--- src/rtl/alu_issue_if.sv ---
// Request/response and ALU-side signal bundle for alu_issue_ctrl.
// The slave modport is the issue controller; the master modport is the requester plus the ALU.
interface alu_issue_if;
    logic        req_valid;
    logic        req_ready;
    logic [5:0]  req_op;
    logic [31:0] req_a;
    logic [31:0] req_b;
    logic [5:0]  alu_signal;
    logic [31:0] alu_dataA;
    logic [31:0] alu_dataB;
    logic [31:0] alu_output;
    logic        rsp_valid;
    logic        rsp_ready;
    logic [31:0] rsp_hi;
    logic [31:0] rsp_lo;
    logic        rsp_md;
    logic        rsp_err;

    modport slave (
        input  req_valid, req_op, req_a, req_b, alu_output, rsp_ready,
        output req_ready, alu_signal, alu_dataA, alu_dataB,
               rsp_valid, rsp_hi, rsp_lo, rsp_md, rsp_err
    );

    modport master (
        output req_valid, req_op, req_a, req_b, alu_output, rsp_ready,
        input  req_ready, alu_signal, alu_dataA, alu_dataB,
               rsp_valid, rsp_hi, rsp_lo, rsp_md, rsp_err
    );
endinterface

--- src/rtl/alu_issue_ctrl.sv ---
// Issues one request at a time to an external multi-cycle ALU and returns HI/LO results.
// The same reset input is wired to the downstream ALU, so both sides clear together.
//
// state  | meaning
// IDLE   | ready for a request, ALU inputs parked at 0
// EXEC   | single-cycle op on the ALU, result captured at cycle end
// MD_RUN | DIVU/MULTU held on the ALU for MD_WAIT cycles
// RD_HI  | MFHI issued, HI captured at cycle end
// RD_LO  | MFLO issued, LO captured at cycle end
// RESP   | response presented until rsp_ready
module alu_issue_ctrl #(
    parameter int MD_WAIT = 35
) (
    input  logic       clk,
    input  logic       reset,
    alu_issue_if.slave bus
);
    typedef enum logic [2:0] {IDLE, EXEC, MD_RUN, RD_HI, RD_LO, RESP} state_t;

    localparam logic [5:0] OP_MFHI = 6'd16;
    localparam logic [5:0] OP_MFLO = 6'd18;

    state_t      state, state_nx;
    logic [7:0]  cnt;
    logic [5:0]  op_q;
    logic [31:0] a_q, b_q, hi_q, lo_q;
    logic        md_q, err_q;
    logic        ready, accept, is_single, is_md;

    always_comb begin
        is_single = 1'b0;
        is_md     = 1'b0;
        case (bus.req_op)
            6'd36, 6'd37, 6'd32, 6'd34, 6'd42, 6'd2: is_single = 1'b1;
            6'd27, 6'd25:                            is_md     = 1'b1;
            default: ;
        endcase
    end

    assign accept = ready && bus.req_valid;

    always_comb begin
        state_nx       = state;
        ready          = 1'b0;
        bus.rsp_valid  = 1'b0;
        bus.alu_signal = 6'd0;
        bus.alu_dataA  = 32'd0;
        bus.alu_dataB  = 32'd0;
        case (state)
            IDLE: begin
                ready = !reset;
                if (ready && bus.req_valid) begin
                    if (is_single)  state_nx = EXEC;
                    else if (is_md) state_nx = MD_RUN;
                    else            state_nx = RESP;
                end
            end
            EXEC: begin
                bus.alu_signal = op_q;
                bus.alu_dataA  = a_q;
                bus.alu_dataB  = b_q;
                state_nx       = RESP;
            end
            MD_RUN: begin
                bus.alu_signal = op_q;
                bus.alu_dataA  = a_q;
                bus.alu_dataB  = b_q;
                if (cnt == 8'd0) state_nx = RD_HI;
            end
            RD_HI: begin
                bus.alu_signal = OP_MFHI;
                state_nx       = RD_LO;
            end
            RD_LO: begin
                bus.alu_signal = OP_MFLO;
                state_nx       = RESP;
            end
            RESP: begin
                bus.rsp_valid = 1'b1;
                if (bus.rsp_ready) state_nx = IDLE;
            end
            default: state_nx = IDLE;
        endcase
    end

    always_ff @(posedge clk or posedge reset) begin
        if (reset) begin
            state <= IDLE;
            cnt   <= 8'd0;
            op_q  <= 6'd0;
            a_q   <= 32'd0;
            b_q   <= 32'd0;
            hi_q  <= 32'd0;
            lo_q  <= 32'd0;
            md_q  <= 1'b0;
            err_q <= 1'b0;
        end else begin
            state <= state_nx;
            case (state)
                IDLE: begin
                    if (accept) begin
                        op_q  <= bus.req_op;
                        a_q   <= bus.req_a;
                        b_q   <= bus.req_b;
                        hi_q  <= 32'd0;
                        lo_q  <= 32'd0;
                        md_q  <= 1'b0;
                        err_q <= !(is_single || is_md);
                        // terminal count at 0 gives exactly MD_WAIT cycles in MD_RUN
                        if (is_md) cnt <= 8'(MD_WAIT - 1);
                    end
                end
                EXEC:   lo_q <= bus.alu_output;
                MD_RUN: if (cnt != 8'd0) cnt <= cnt - 8'd1;
                RD_HI:  hi_q <= bus.alu_output;
                RD_LO: begin
                    lo_q <= bus.alu_output;
                    md_q <= 1'b1;
                end
                default: ;
            endcase
        end
    end

    assign bus.req_ready = ready;
    assign bus.rsp_hi    = hi_q;
    assign bus.rsp_lo    = lo_q;
    assign bus.rsp_md    = md_q;
    assign bus.rsp_err   = err_q;
endmodule

--- src/flat_wrapper.sv ---
// flat-port wrapper written by rule: the top's interface ports become plain ports
module alu_issue_ctrl_flat 
#(
    parameter int MD_WAIT = 35
)
  (clk, reset, bus_req_valid, bus_req_op, bus_req_a, bus_req_b, bus_alu_output, bus_rsp_ready, bus_req_ready, bus_alu_signal, bus_alu_dataA, bus_alu_dataB, bus_rsp_valid, bus_rsp_hi, bus_rsp_lo, bus_rsp_md, bus_rsp_err);
  alu_issue_if bus_i ();
  input  logic clk;
  input  logic reset;
  input wire logic [$bits(bus_i.req_valid)-1:0] bus_req_valid;
  input wire logic [$bits(bus_i.req_op)-1:0] bus_req_op;
  input wire logic [$bits(bus_i.req_a)-1:0] bus_req_a;
  input wire logic [$bits(bus_i.req_b)-1:0] bus_req_b;
  input wire logic [$bits(bus_i.alu_output)-1:0] bus_alu_output;
  input wire logic [$bits(bus_i.rsp_ready)-1:0] bus_rsp_ready;
  output wire logic [$bits(bus_i.req_ready)-1:0] bus_req_ready;
  output wire logic [$bits(bus_i.alu_signal)-1:0] bus_alu_signal;
  output wire logic [$bits(bus_i.alu_dataA)-1:0] bus_alu_dataA;
  output wire logic [$bits(bus_i.alu_dataB)-1:0] bus_alu_dataB;
  output wire logic [$bits(bus_i.rsp_valid)-1:0] bus_rsp_valid;
  output wire logic [$bits(bus_i.rsp_hi)-1:0] bus_rsp_hi;
  output wire logic [$bits(bus_i.rsp_lo)-1:0] bus_rsp_lo;
  output wire logic [$bits(bus_i.rsp_md)-1:0] bus_rsp_md;
  output wire logic [$bits(bus_i.rsp_err)-1:0] bus_rsp_err;
  assign bus_i.req_valid = bus_req_valid;
  assign bus_i.req_op = bus_req_op;
  assign bus_i.req_a = bus_req_a;
  assign bus_i.req_b = bus_req_b;
  assign bus_i.alu_output = bus_alu_output;
  assign bus_i.rsp_ready = bus_rsp_ready;
  assign bus_req_ready = bus_i.req_ready;
  assign bus_alu_signal = bus_i.alu_signal;
  assign bus_alu_dataA = bus_i.alu_dataA;
  assign bus_alu_dataB = bus_i.alu_dataB;
  assign bus_rsp_valid = bus_i.rsp_valid;
  assign bus_rsp_hi = bus_i.rsp_hi;
  assign bus_rsp_lo = bus_i.rsp_lo;
  assign bus_rsp_md = bus_i.rsp_md;
  assign bus_rsp_err = bus_i.rsp_err;
  alu_issue_ctrl #(.MD_WAIT(MD_WAIT)) u_core (.clk(clk), .reset(reset), .bus(bus_i));
endmodule
--- config.mk ---
export PLATFORM = sky130hd
export DESIGN_NAME = alu_issue_ctrl_flat
export DESIGN_NICKNAME = d
export VERILOG_FILES = /design/src/rtl/alu_issue_if.sv /design/src/rtl/alu_issue_ctrl.sv /design/src/flat_wrapper.sv
export SDC_FILE = /design/constraint.sdc
export NUM_CORES = 1
export LEC_CHECK = 0
export CORE_MARGIN = 1
export CORE_UTILIZATION = 49
export CTS_BUF_LIST = sky130_fd_sc_hd__clkbuf_8
export DETAILED_ROUTE_END_ITERATION = 8
export GPL_TIMING_DRIVEN = 0
export PLACE_DENSITY = 0.95
export SYNTH_ARGS = -nofsm -noshare
export SYNTH_HDL_FRONTEND = slang
export SYNTH_SLANG_ARGS = --single-unit
--- constraint.sdc ---
create_clock -name clk -period 7.7 [get_ports clk]
set_input_delay 1.925 -clock clk [delete_from_list [all_inputs] [get_ports clk]]
set_output_delay 1.925 -clock clk [all_outputs]
set_load 0.01 [all_outputs]
==> impl_metrics.ini <==
[status]
status = completed

[logic_synthesis]
synth_warnings = 0
synth_cell_types = 42
ys_seq_area_frac = 0.584
ys_ff_latch = 147
yosysMostFrequentCell = nand2_1
async_flop_share = 1.00
synth_top_cell_area_share = 0.584
ys.flop_type = dfrtp_1
syn_area_mm2 = 0.00630
syn_nets = 783
synth_edf_count = 0
avgSynthCellArea_um2 = 9.34
yosysTopAreaCell = dfrtp_1
synth_cells = 675
synthTopCellsByArea = dfrtp_1 58%, nand2_1 16%, and2_1 7.0%
synth_commonest_cells = 267 x nand2_1, 147 x dfrtp_1, 71 x and2_1

[timing]
slew_headroom = 0.502
rsz0062_at_grt = false
setup_violations = 0
fin_crit_ns = 5.23
fmax_mhz = 191
worst_slew_pin_slew_ns = 0.746
hold-worst-slack_ns = 0.472
finalHoldViolCount = 0
finClkSkew_ns = 0.00936
fin_crit_sh = 0.679
drv_slew = 0

[place]
globalplace.congestion = 0.807
dp.cells = 1091
dpl.hpwl_mm = 13.5
place.port_buffers = 243

[floorplanning]
core_region_area_mm2 = 0.0126
num_rows = 41
dieArea_mm2 = 0.0133
ios = 244
die-height_um = 115
die_w_um = 115
start_util = 0.502

[min_path]
min_path_type = register to register

[setup_path]
cp.buffers_inverters = 2
critPathCaptureType = output pin
endpoint = bus_req_ready
max_stage_delay_ns = 0.60
required_ns = 5.78
setup.worst_path.start = reset
start_kind = input pin
rrSetupSlack_ns = 5.57
cp_cell_sequence = clkdlybuf4s50_1, nor4_1, clkdlybuf4s50_1
path_class = input pin to output pin
cp.arrival_ns = 3.30
slowest_stage = clkdlybuf4s50_1
worstReg2RegEnd = u_core.b_q[17]$_DFFE_PP0P_
reg2reg_from = u_core.state[0]$_DFFE_PP0P_
reg2regPathDepth = 7
cp_common_cell = clkdlybuf4s50_1
crit_cells = 3
crit_path_max_fanout = 3
crit_family = buffers and inverters

[drt]
ant_nets = 0
vias = 5728
drt_pass1_iterations = 7
vias_per_cell = 5.10
drc = 0
wl_per_cell_um = 16.3
dr.first_iter.drc_count = 385
postRouteWirelength_mm = 18.3

[power_and_ir_drop]
vdd_drop_max_mv = 0.251
powerDensity_mw_per_mm2 = 330
p_leak_nw = 4.38

[cts]
post_cts_resized = 0
clock_sinks = 147
clockBufferDepth = 2
cts_hold_buf = 0
cts_buffers = 17
postCtsSetupRepairBufs = 0
clk_pin_slew_ns = 0.08
clock_latency_ns = 0.43
htreeDepth = 4
tritoncts = done
cts-root-buf = clkbuf_8

[cells_and_area]
nets = 1046
multi_input_area_mm2 = 0.00242
post-route-util = 0.744
area_growth_syn_to_layout_pct = 48.3
ff_latch_area_mm2 = 0.00368
fin_cells = 1123
fillCellCount = 819
antenna_cells = 0
drive_above_1_share = 0.0515

[global_routing]
grt_pass1_vias = 5859
overflow = 0
antenna_found_initial = 0
grt.total_usage = 0.285
grt_pass1_wl_mm = 28.7
grt_max_degree = 94

[job]
drv_cap = 0
report_power, final:
group	switching, mW	internal, mW	total [mW]
combinational	0.633	0.688	1.32
sequential	0.154	1.06	1.22
clock	0.302	0.244	0.546
cells in the final DEF, fill, tap and decap left out, types with 2 or more instances in the layout:
master           instances
clkbuf_8                19
nand2_1                267
dfrtp_1                147
or4_1                    2
xnor2_1                  2
clkinvlp_4               4
nand3_1                 34
o21ai_0                 10
a31oi_1                  2
a22o_1                  33
clkinv_2                 2
mux2_2                   4
nor3_1                   2
a21oi_1                  6
clkbuf_1                36
a21o_1                   2
xor2_1                   2
clkinv_4                 3
o211ai_1                 2
buf_2                    4
or3_1                    2
inv_6                    5
inv_1                    4
ha_1                     2
nor2b_1                  4
nand2b_1                 4
buf_1                    6
clkdlybuf4s50_1        243
and2_1                  71
nor2_1                   8
flip-flops by register name, indices dropped and copies added (netlist names):
name / count
u_core.bus.rsp_hi: 32
u_core.a_q: 32
u_core.cnt: 8
u_core.op_q: 6
u_core.b_q: 32
u_core.bus.rsp_md: 1
u_core.state: 3
u_core.bus.rsp_err: 1
u_core.bus.rsp_lo: 32
worst reg2reg max path, delay by kind of cell, from the launching register on:
kind / cells / cell delay (ns)
DFF: 1 / 0.32
and+or+nand+nor: 4 / 0.50
buffers and inverters: 3 / 1.27
logic make-up (layout without fill, tap and decap cells):
family | after synthesis | in the layout | share of synthesized area
adder cells (fa/ha/maj) | 2 | 2 | 0.00397
buffers and inverters | 52 | 328 | 0.0320
AND/OR/NAND/NOR | 405 | 405 | 0.291
multiplexers | 5 | 5 | 0.00893
AO/OA/AOI/OAI | 60 | 60 | 0.0748
flip-flops | 147 | 147 | 0.584
XOR/XNOR | 4 | 4 | 0.00556
worst min-delay path by stage:
stage,from,endpoint,slack [ns],cells after the start
after global placement,u_core.a_q[9]$_DFFE_PP0P_,u_core.a_q[9]$_DFFE_PP0P_,0.45,2
after detailed placement,u_core.b_q[12]$_DFFE_PP0P_,u_core.b_q[12]$_DFFE_PP0P_,0.45,2
after global routing,u_core.a_q[23]$_DFFE_PP0P_,u_core.a_q[23]$_DFFE_PP0P_,0.49,2
after floorplan,u_core.a_q[0]$_DFFE_PP0P_,u_core.a_q[0]$_DFFE_PP0P_,0.44,2
after CTS,u_core.b_q[12]$_DFFE_PP0P_,u_core.b_q[12]$_DFFE_PP0P_,0.47,2
final,u_core.a_q[14]$_DFFE_PP0P_,u_core.a_q[14]$_DFFE_PP0P_,0.47,2
per-layer routing:
layer / vias up / GRT usage / routed length (µm)
li1: 2707 / - / -
met1: 2757 / 0.322 / 7110
met2: 233 / 0.486 / 8890
met3: 31 / 0.113 / 1870
met4: 0 / 0.110 / 391
met5: - / 0 / 0
stage by stage:
stage | TNS, ns | total power, mW | worst slack, ns | area, µm²
5_1_grt | 0 | 3.28 | 2.40 | 9350
6_report | 0 | 3.08 | 2.47 | 9350
3_3_place_gp | -21.72 | 2.49 | -0.155 | 8950
4_1_cts | 0 | 3.11 | 2.41 | 9350
2_1_floorplan | 0 | 1.86 | 1.82 | 6300
3_5_place_dp | 0 | 2.55 | 2.41 | 8980
cell type report:
class / instances / share of cell area
multi-input combinational: 476 / 0.259
sequential: 147 / 0.394
clock buffer: 19 / 0.0280
tap: 172 / 0.0230
buffer: 47 / 0.0195
timing repair buffer: 244 / 0.263
clock inverter: 13 / 0.0108
inverter: 5 / 0.00254
Power figures use the tool's default switching activity.
